File: config.mk
export PLATFORM = sky130hd
export DESIGN_NAME = muxcont_rr
export DESIGN_NICKNAME = d
export VERILOG_FILES = /design/src/rtl/muxcont_rr_pkg.sv /design/src/rtl/muxcont_rr_arb.sv /design/src/rtl/muxcont_rr.sv
export SDC_FILE = /design/constraint.sdc
export NUM_CORES = 1
export LEC_CHECK = 0
export CAP_MARGIN = 20
export CORE_ASPECT_RATIO = 0.8
export CORE_MARGIN = 1
export CORE_UTILIZATION = 43
export DETAILED_ROUTE_END_ITERATION = 7
export PLACE_DENSITY = 0.69
export SETUP_SLACK_MARGIN = 0.05
export SLEW_MARGIN = 20
export SYNTH_ARGS = -nofsm -noshare
export SYNTH_HDL_FRONTEND = slang
export SYNTH_HIERARCHICAL = 1
export SYNTH_SLANG_ARGS = --single-unit
File: constraint.sdc
create_clock -name clk -period 5.9 [get_ports clk]
set_input_delay 0.885 -clock clk [delete_from_list [all_inputs] [get_ports clk]]
set_output_delay 0.885 -clock clk [all_outputs]
set_load 0.01 [all_outputs]
File: src/rtl/muxcont_rr_pkg.sv
// rtl/muxcont_rr_pkg.sv - shared levels, state type and one-hot helper for the switch allocator
package muxcont_rr_pkg;

    localparam logic ENABLE_ = 1'b0;
    localparam logic ENABLE  = 1'b1;

    typedef enum logic {
        ST_IDLE   = 1'b0,
        ST_LOCKED = 1'b1
    } state_t;

    // Index of the set bit in a one-hot vector of up to 16 bits; 0 when empty.
    function automatic logic [3:0] onehot_to_idx(input logic [15:0] oh);
        logic [3:0] idx;
        idx = '0;
        for (int i = 0; i < 16; i++) begin
            if (oh[i]) begin
                idx = idx | 4'(i);
            end
        end
        return idx;
    endfunction

endpackage

File: src/rtl/muxcont_rr_arb.sv
// rtl/muxcont_rr_arb.sv - combinational rotate-priority-rotate-back round-robin arbiter
module arb_rr #(
    parameter int NPORT = 5
) (
    input  logic [NPORT-1:0]         req,
    input  logic [$clog2(NPORT)-1:0] ptr,
    output logic [NPORT-1:0]         grt
);

    localparam int PW = $clog2(NPORT);

    logic [PW-1:0]      start;
    logic [2*NPORT-1:0] dbl_req;
    logic [NPORT-1:0]   rot;
    logic [NPORT-1:0]   pri;
    logic [2*NPORT-1:0] dbl_pri;

    // Rotate so the slot after ptr sits at bit 0, take the lowest set bit, rotate back.
    always_comb begin
        start   = (ptr == PW'(NPORT - 1)) ? '0 : ptr + PW'(1);
        dbl_req = {req, req} >> start;
        rot     = dbl_req[NPORT-1:0];
        pri     = rot & (~rot + NPORT'(1));
        dbl_pri = {pri, pri} << start;
        grt     = dbl_pri[2*NPORT-1:NPORT];
    end

endmodule

File: src/rtl/muxcont_rr.sv
// rtl/muxcont_rr.sv - per-output-port switch allocator with packet lock and stall watchdog
module muxcont_rr
    import muxcont_rr_pkg::*;
#(
    parameter int NPORT    = 5,
    parameter int PORTW    = 3,
    parameter int PORTID   = 0,
    parameter int MAXSTALL = 16
) (
    input  logic                   clk,
    input  logic                   rst_,
    input  logic [NPORT*PORTW-1:0] dst,
    input  logic [NPORT-1:0]       req,
    input  logic [NPORT-1:0]       tail,
    input  logic                   ready,
    output logic [NPORT-1:0]       grt,
    output logic [NPORT-1:0]       sel,
    output logic                   busy,
    output logic                   stall_err
);

    localparam int PW = $clog2(NPORT);
    localparam int CW = (MAXSTALL > 1) ? $clog2(MAXSTALL + 1) : 1;
    localparam logic [CW-1:0] CNT_MAX = CW'(MAXSTALL);

    state_t           state, state_nxt;
    logic [PW-1:0]    owner, ptr, win_idx;
    logic [NPORT-1:0] match, rr_grt;
    logic             hold, xfer, tail_xfer, new_lock;
    logic [CW-1:0]    stallcnt, stallcnt_nxt;

    // Inputs requesting this output port.
    always_comb begin
        match = '0;
        for (int i = 0; i < NPORT; i++) begin
            match[i] = req[i] && (dst[i*PORTW +: PORTW] == PORTW'(PORTID));
        end
    end

    arb_rr #(.NPORT(NPORT)) u_arb (
        .req (match),
        .ptr (ptr),
        .grt (rr_grt)
    );

    // Grant selection, transfer qualification, next state and watchdog count.
    always_comb begin
        hold      = (state == ST_LOCKED) && match[owner];
        grt       = hold ? (NPORT'(1) << owner) : rr_grt;
        win_idx   = PW'(onehot_to_idx(16'(grt)));
        xfer      = (|(grt & match)) && ready;
        tail_xfer = xfer && tail[win_idx];
        state_nxt = ST_IDLE;
        new_lock  = 1'b0;
        if ((|grt) && !tail_xfer) begin
            state_nxt = ST_LOCKED;
            new_lock  = !hold;
        end
        if ((state_nxt != ST_LOCKED) || xfer || new_lock) begin
            stallcnt_nxt = '0;
        end else if (stallcnt != CNT_MAX) begin
            stallcnt_nxt = stallcnt + CW'(1);
        end else begin
            stallcnt_nxt = stallcnt;
        end
    end

    // State, owner, pointer, watchdog and registered outputs.
    always_ff @(posedge clk) begin
        if (rst_ == ENABLE_) begin
            state     <= ST_IDLE;
            owner     <= '0;
            ptr       <= PW'(NPORT - 1);
            stallcnt  <= '0;
            sel       <= '0;
            busy      <= 1'b0;
            stall_err <= 1'b0;
        end else begin
            state    <= state_nxt;
            stallcnt <= stallcnt_nxt;
            sel      <= grt;
            busy     <= (state_nxt == ST_LOCKED);
            if (state_nxt == ST_LOCKED) begin
                owner <= win_idx;
            end
            if (!hold && (|rr_grt)) begin
                ptr <= win_idx;
            end
            if ((MAXSTALL != 0) && (stallcnt_nxt == CNT_MAX)) begin
                stall_err <= 1'b1;
            end
        end
    end

endmodule

==> out/results.ini <==
[synthesis]
synth.distinct_cells=74
synth_area_per_cell_sq_um=8.27
synth_edf_count=0
async_reset_ff_share_pct=0
ys_seq_area_share_pct=19.3
netlist_area_sq_mm=0.00187
syn-num-nets=258
synth_ff_type=dfxtp_1
syn_inst=226
yosysWarnings=6
synth-seq-cells=18

[grt]
grt_antenna_before_repair=0
met1_usage_pct=31.7
grt_pass1_wl_um=7450
grt_util_met3_pct=5.65
grt_util_all_layers_pct=21.3
grt-ovfl-total=0
top_usage_layer=met1
grt_util_met2_pct=30.9
grt_start_max_net_pins=14
grt_pass1_vias=1669

[timing]
whs_ns=0.480
fin_crit_sh_pct=91.9
max_freq_mhz=184
skew_ns=0.00704
post-route-min-period_ns=5.42
setup_viol=0
finalSetupTns_ns=0
worst_pin_slew_ns=0.702
hold_viol=0
finalWorstSetupSlack_ns=0.475
max-slew-margin-rel_pct=53.1
slew_viol_final=0
rsz0062_at_grt=false

[cells_and_area]
diodes=0
design_area_sq_mm=0.00237
fin_nets=298
drive_gt1_share_pct=16.2
fillers=382
area_growth_syn_to_layout_pct=26.7
multi_input_area_sq_mm=0.00143
final-seq-area_sq_um=360
fin_util_pct=56.7

[die]
core-area_sq_mm=0.00418
start_util_pct=44.7
die_w_um=75.7
rows=21
io_pins=40
die_h_um=61.0
dieArea_sq_mm=0.00462

[clock_network]
cts_tree=built
htreeDepth=1
clk_path_buf_depth=2
clk-insertion-delay-late_ns=0.26
cts_setup_buffers=0
cts_made_buffers=3
clk_pin_slew_ns=0.06
cts-root-buf=clkbuf_8
clock_sinks=18

[detailed_routing]
vias=1934
via_per_inst=6.01
ant_nets=0
wl_per_cell_um=14.5
dr.pass1.iters=4
drt-total-wl_um=4660
drt_first_iter_violations=169
drc=0

[placed_design]
dpl-instance-area_sq_mm=0.00230
place_hpwl_um=3660
pre_cts_ws_ns=0.372
place_congestion=0.925
io_buffers=39

[setup_path]
arrival_ns=4.54
crit_type=input pin to primary output
cp.required_ns=5.02
end_kind=primary output
cp-start-kind=input pin
crit_fanout=8

[run]
cap_viol_max_count=0

[power]
p_per_area_mw_per_mm2=712
leakagePower_uw=0.000872
peakVddDrop_v=0.000564

[status]
outcome=completed

[worst_hold_path]
min_path_type=flip-flop to flip-flop

==> path summary, 6_finish.rpt <==
check             cells past startpoint  slack (ns)                    from                endpoint
setup reg to reg                     18        1.22     ptr[0]$_SDFFE_PN0P_   owner[2]$_SDFFE_PN0P_
hold / removal                        2        0.48  stall_err$_SDFFE_PN0N_  stall_err$_SDFFE_PN0N_
hold reg to reg                       2        0.48  stall_err$_SDFFE_PN0N_  stall_err$_SDFFE_PN0N_
setup / recovery                     11        0.48                  dst[1]                  grt[4]
==> cell type report <==
type                       instances  share of cell area, %
clock buffer                       4                   2.32
inverter                           9                   1.43
multi-input combinational        191                   60.3
sequential                        18                   15.2
tap                               57                   3.01
timing repair buffer              43                   17.7
==> critical path: stages <==
cell,delay (ns)
clkdlybuf4s50_1,0.44
nor4b_4,0.57
mux4_2,0.38
nor2_4,0.05
or3_1,0.37
a2111oi_2,0.35
nand2_1,0.12
a22oi_1,0.39
nor2_1,0.10
nor2_1,0.27
clkdlybuf4s50_1,0.60
==> per-stage QoR <==
stage          cells  power, uW
2_1_floorplan    226       1210
3_3_place_gp     318       1570
3_5_place_dp     318       1550
4_1_cts          322       1660
5_1_grt          322       1830
6_report         322       1690
==> power by group <==
| group | switching (uW) | internal, uW | leakage, uW | total [uW] |
|---|---|---|---|---|
| registers | 35.0 | 156 | 0.000148 | 191 |
| logic | 783 | 611 | 0.000696 | 1390 |
| clock network | 42.2 | 59.3 | 0.0000288 | 102 |
==> registers in the layout, indices dropped and copies added (netlist names) <==
register / flops
owner: 3
stallcnt: 5
ptr: 3
state: 1
sel: 5
stall_err: 1
==> routing by layer <==
metal	share of wire (%)	routed length [um]	up-vias
met5	0	0	-
met1	51	2370	897
met3	7.4	343	4
met4	0.56	26	0
li1	-	-	944
met2	41	1930	89
==> repair_timing <==
action	CTS	global route
endpoints found under the setup margin	0	1
hold buffers	0	0
gates resized for setup	0	1
==> cell usage after synthesis, types with 3 or more instances <==
cell / n / area [sq um]
ha_1: 4 / 50.1
nor4_1: 4 / 25.0
a31oi_1: 6 / 37.5
buf_2: 3 / 15.0
and2_1: 4 / 25.0
nor2b_1: 5 / 31.3
nand2_1: 20 / 75.1
inv_1: 9 / 33.8
or3_1: 3 / 18.8
nand3_1: 10 / 50.1
o21ai_0: 6 / 30.0
a31o_1: 3 / 26.3
nor4b_4: 3 / 71.3
a211oi_1: 7 / 52.6
a22oi_1: 5 / 37.5
nor2_1: 32 / 120
dfxtp_1: 18 / 360
mux2i_1: 4 / 40.0
a21oi_1: 4 / 20.0
mux2_2: 4 / 45.0
xor2_1: 3 / 26.3
nor3_1: 6 / 30.0
==> cell usage in the layout (no fill, tap or decap), drive strengths merged, types with 2 or more instances in the layout <==
| cell | synthesis | layout |
|---|---|---|
| a31o | 5 | 5 |
| nor2 | 33 | 33 |
| nand4 | 2 | 2 |
| o21ai | 7 | 7 |
| a32o | 3 | 3 |
| nand3b | 2 | 2 |
| a21o | 3 | 3 |
| clkdlybuf4s50 | 0 | 39 |
| mux4 | 2 | 2 |
| buf | 7 | 4 |
| mux2i | 4 | 4 |
| or3 | 3 | 3 |
| a22oi | 6 | 6 |
| o2bb2ai | 2 | 2 |
| dfxtp | 18 | 18 |
| nor4b | 6 | 6 |
| mux2 | 6 | 6 |
| nor3b | 2 | 2 |
| a31oi | 6 | 6 |
| inv | 9 | 9 |
| ha | 4 | 4 |
| clkbuf | 1 | 4 |
| xor2 | 3 | 3 |
| o22ai | 2 | 2 |
| nor2b | 5 | 5 |
| nand3 | 10 | 10 |
| a21oi | 6 | 6 |
| o211ai | 2 | 2 |
| or2 | 3 | 3 |
| a221o | 2 | 2 |
| a211oi | 9 | 9 |
| o311ai | 2 | 2 |
| nor4 | 4 | 4 |
| and2 | 6 | 6 |
| nor3 | 7 | 7 |
| nand2 | 20 | 20 |
| o221ai | 2 | 2 |
==> cell families (layout without fill, tap and decap cells) <==
kind of cell               after synthesis  after routing  synth area share (%)
AOI/OAI and AO/OA                       66             66                  30.0
xor gates and xnor gates                 4              4                  1.87
adders and majority gates                4              4                  2.68
buffers and inverters                   17             56                  4.82
DFF                                     18             18                  19.3
muxes                                   12             12                  8.37
and+or+nand+nor                        105            105                  33.0
Power figures use the tool's default switching activity.
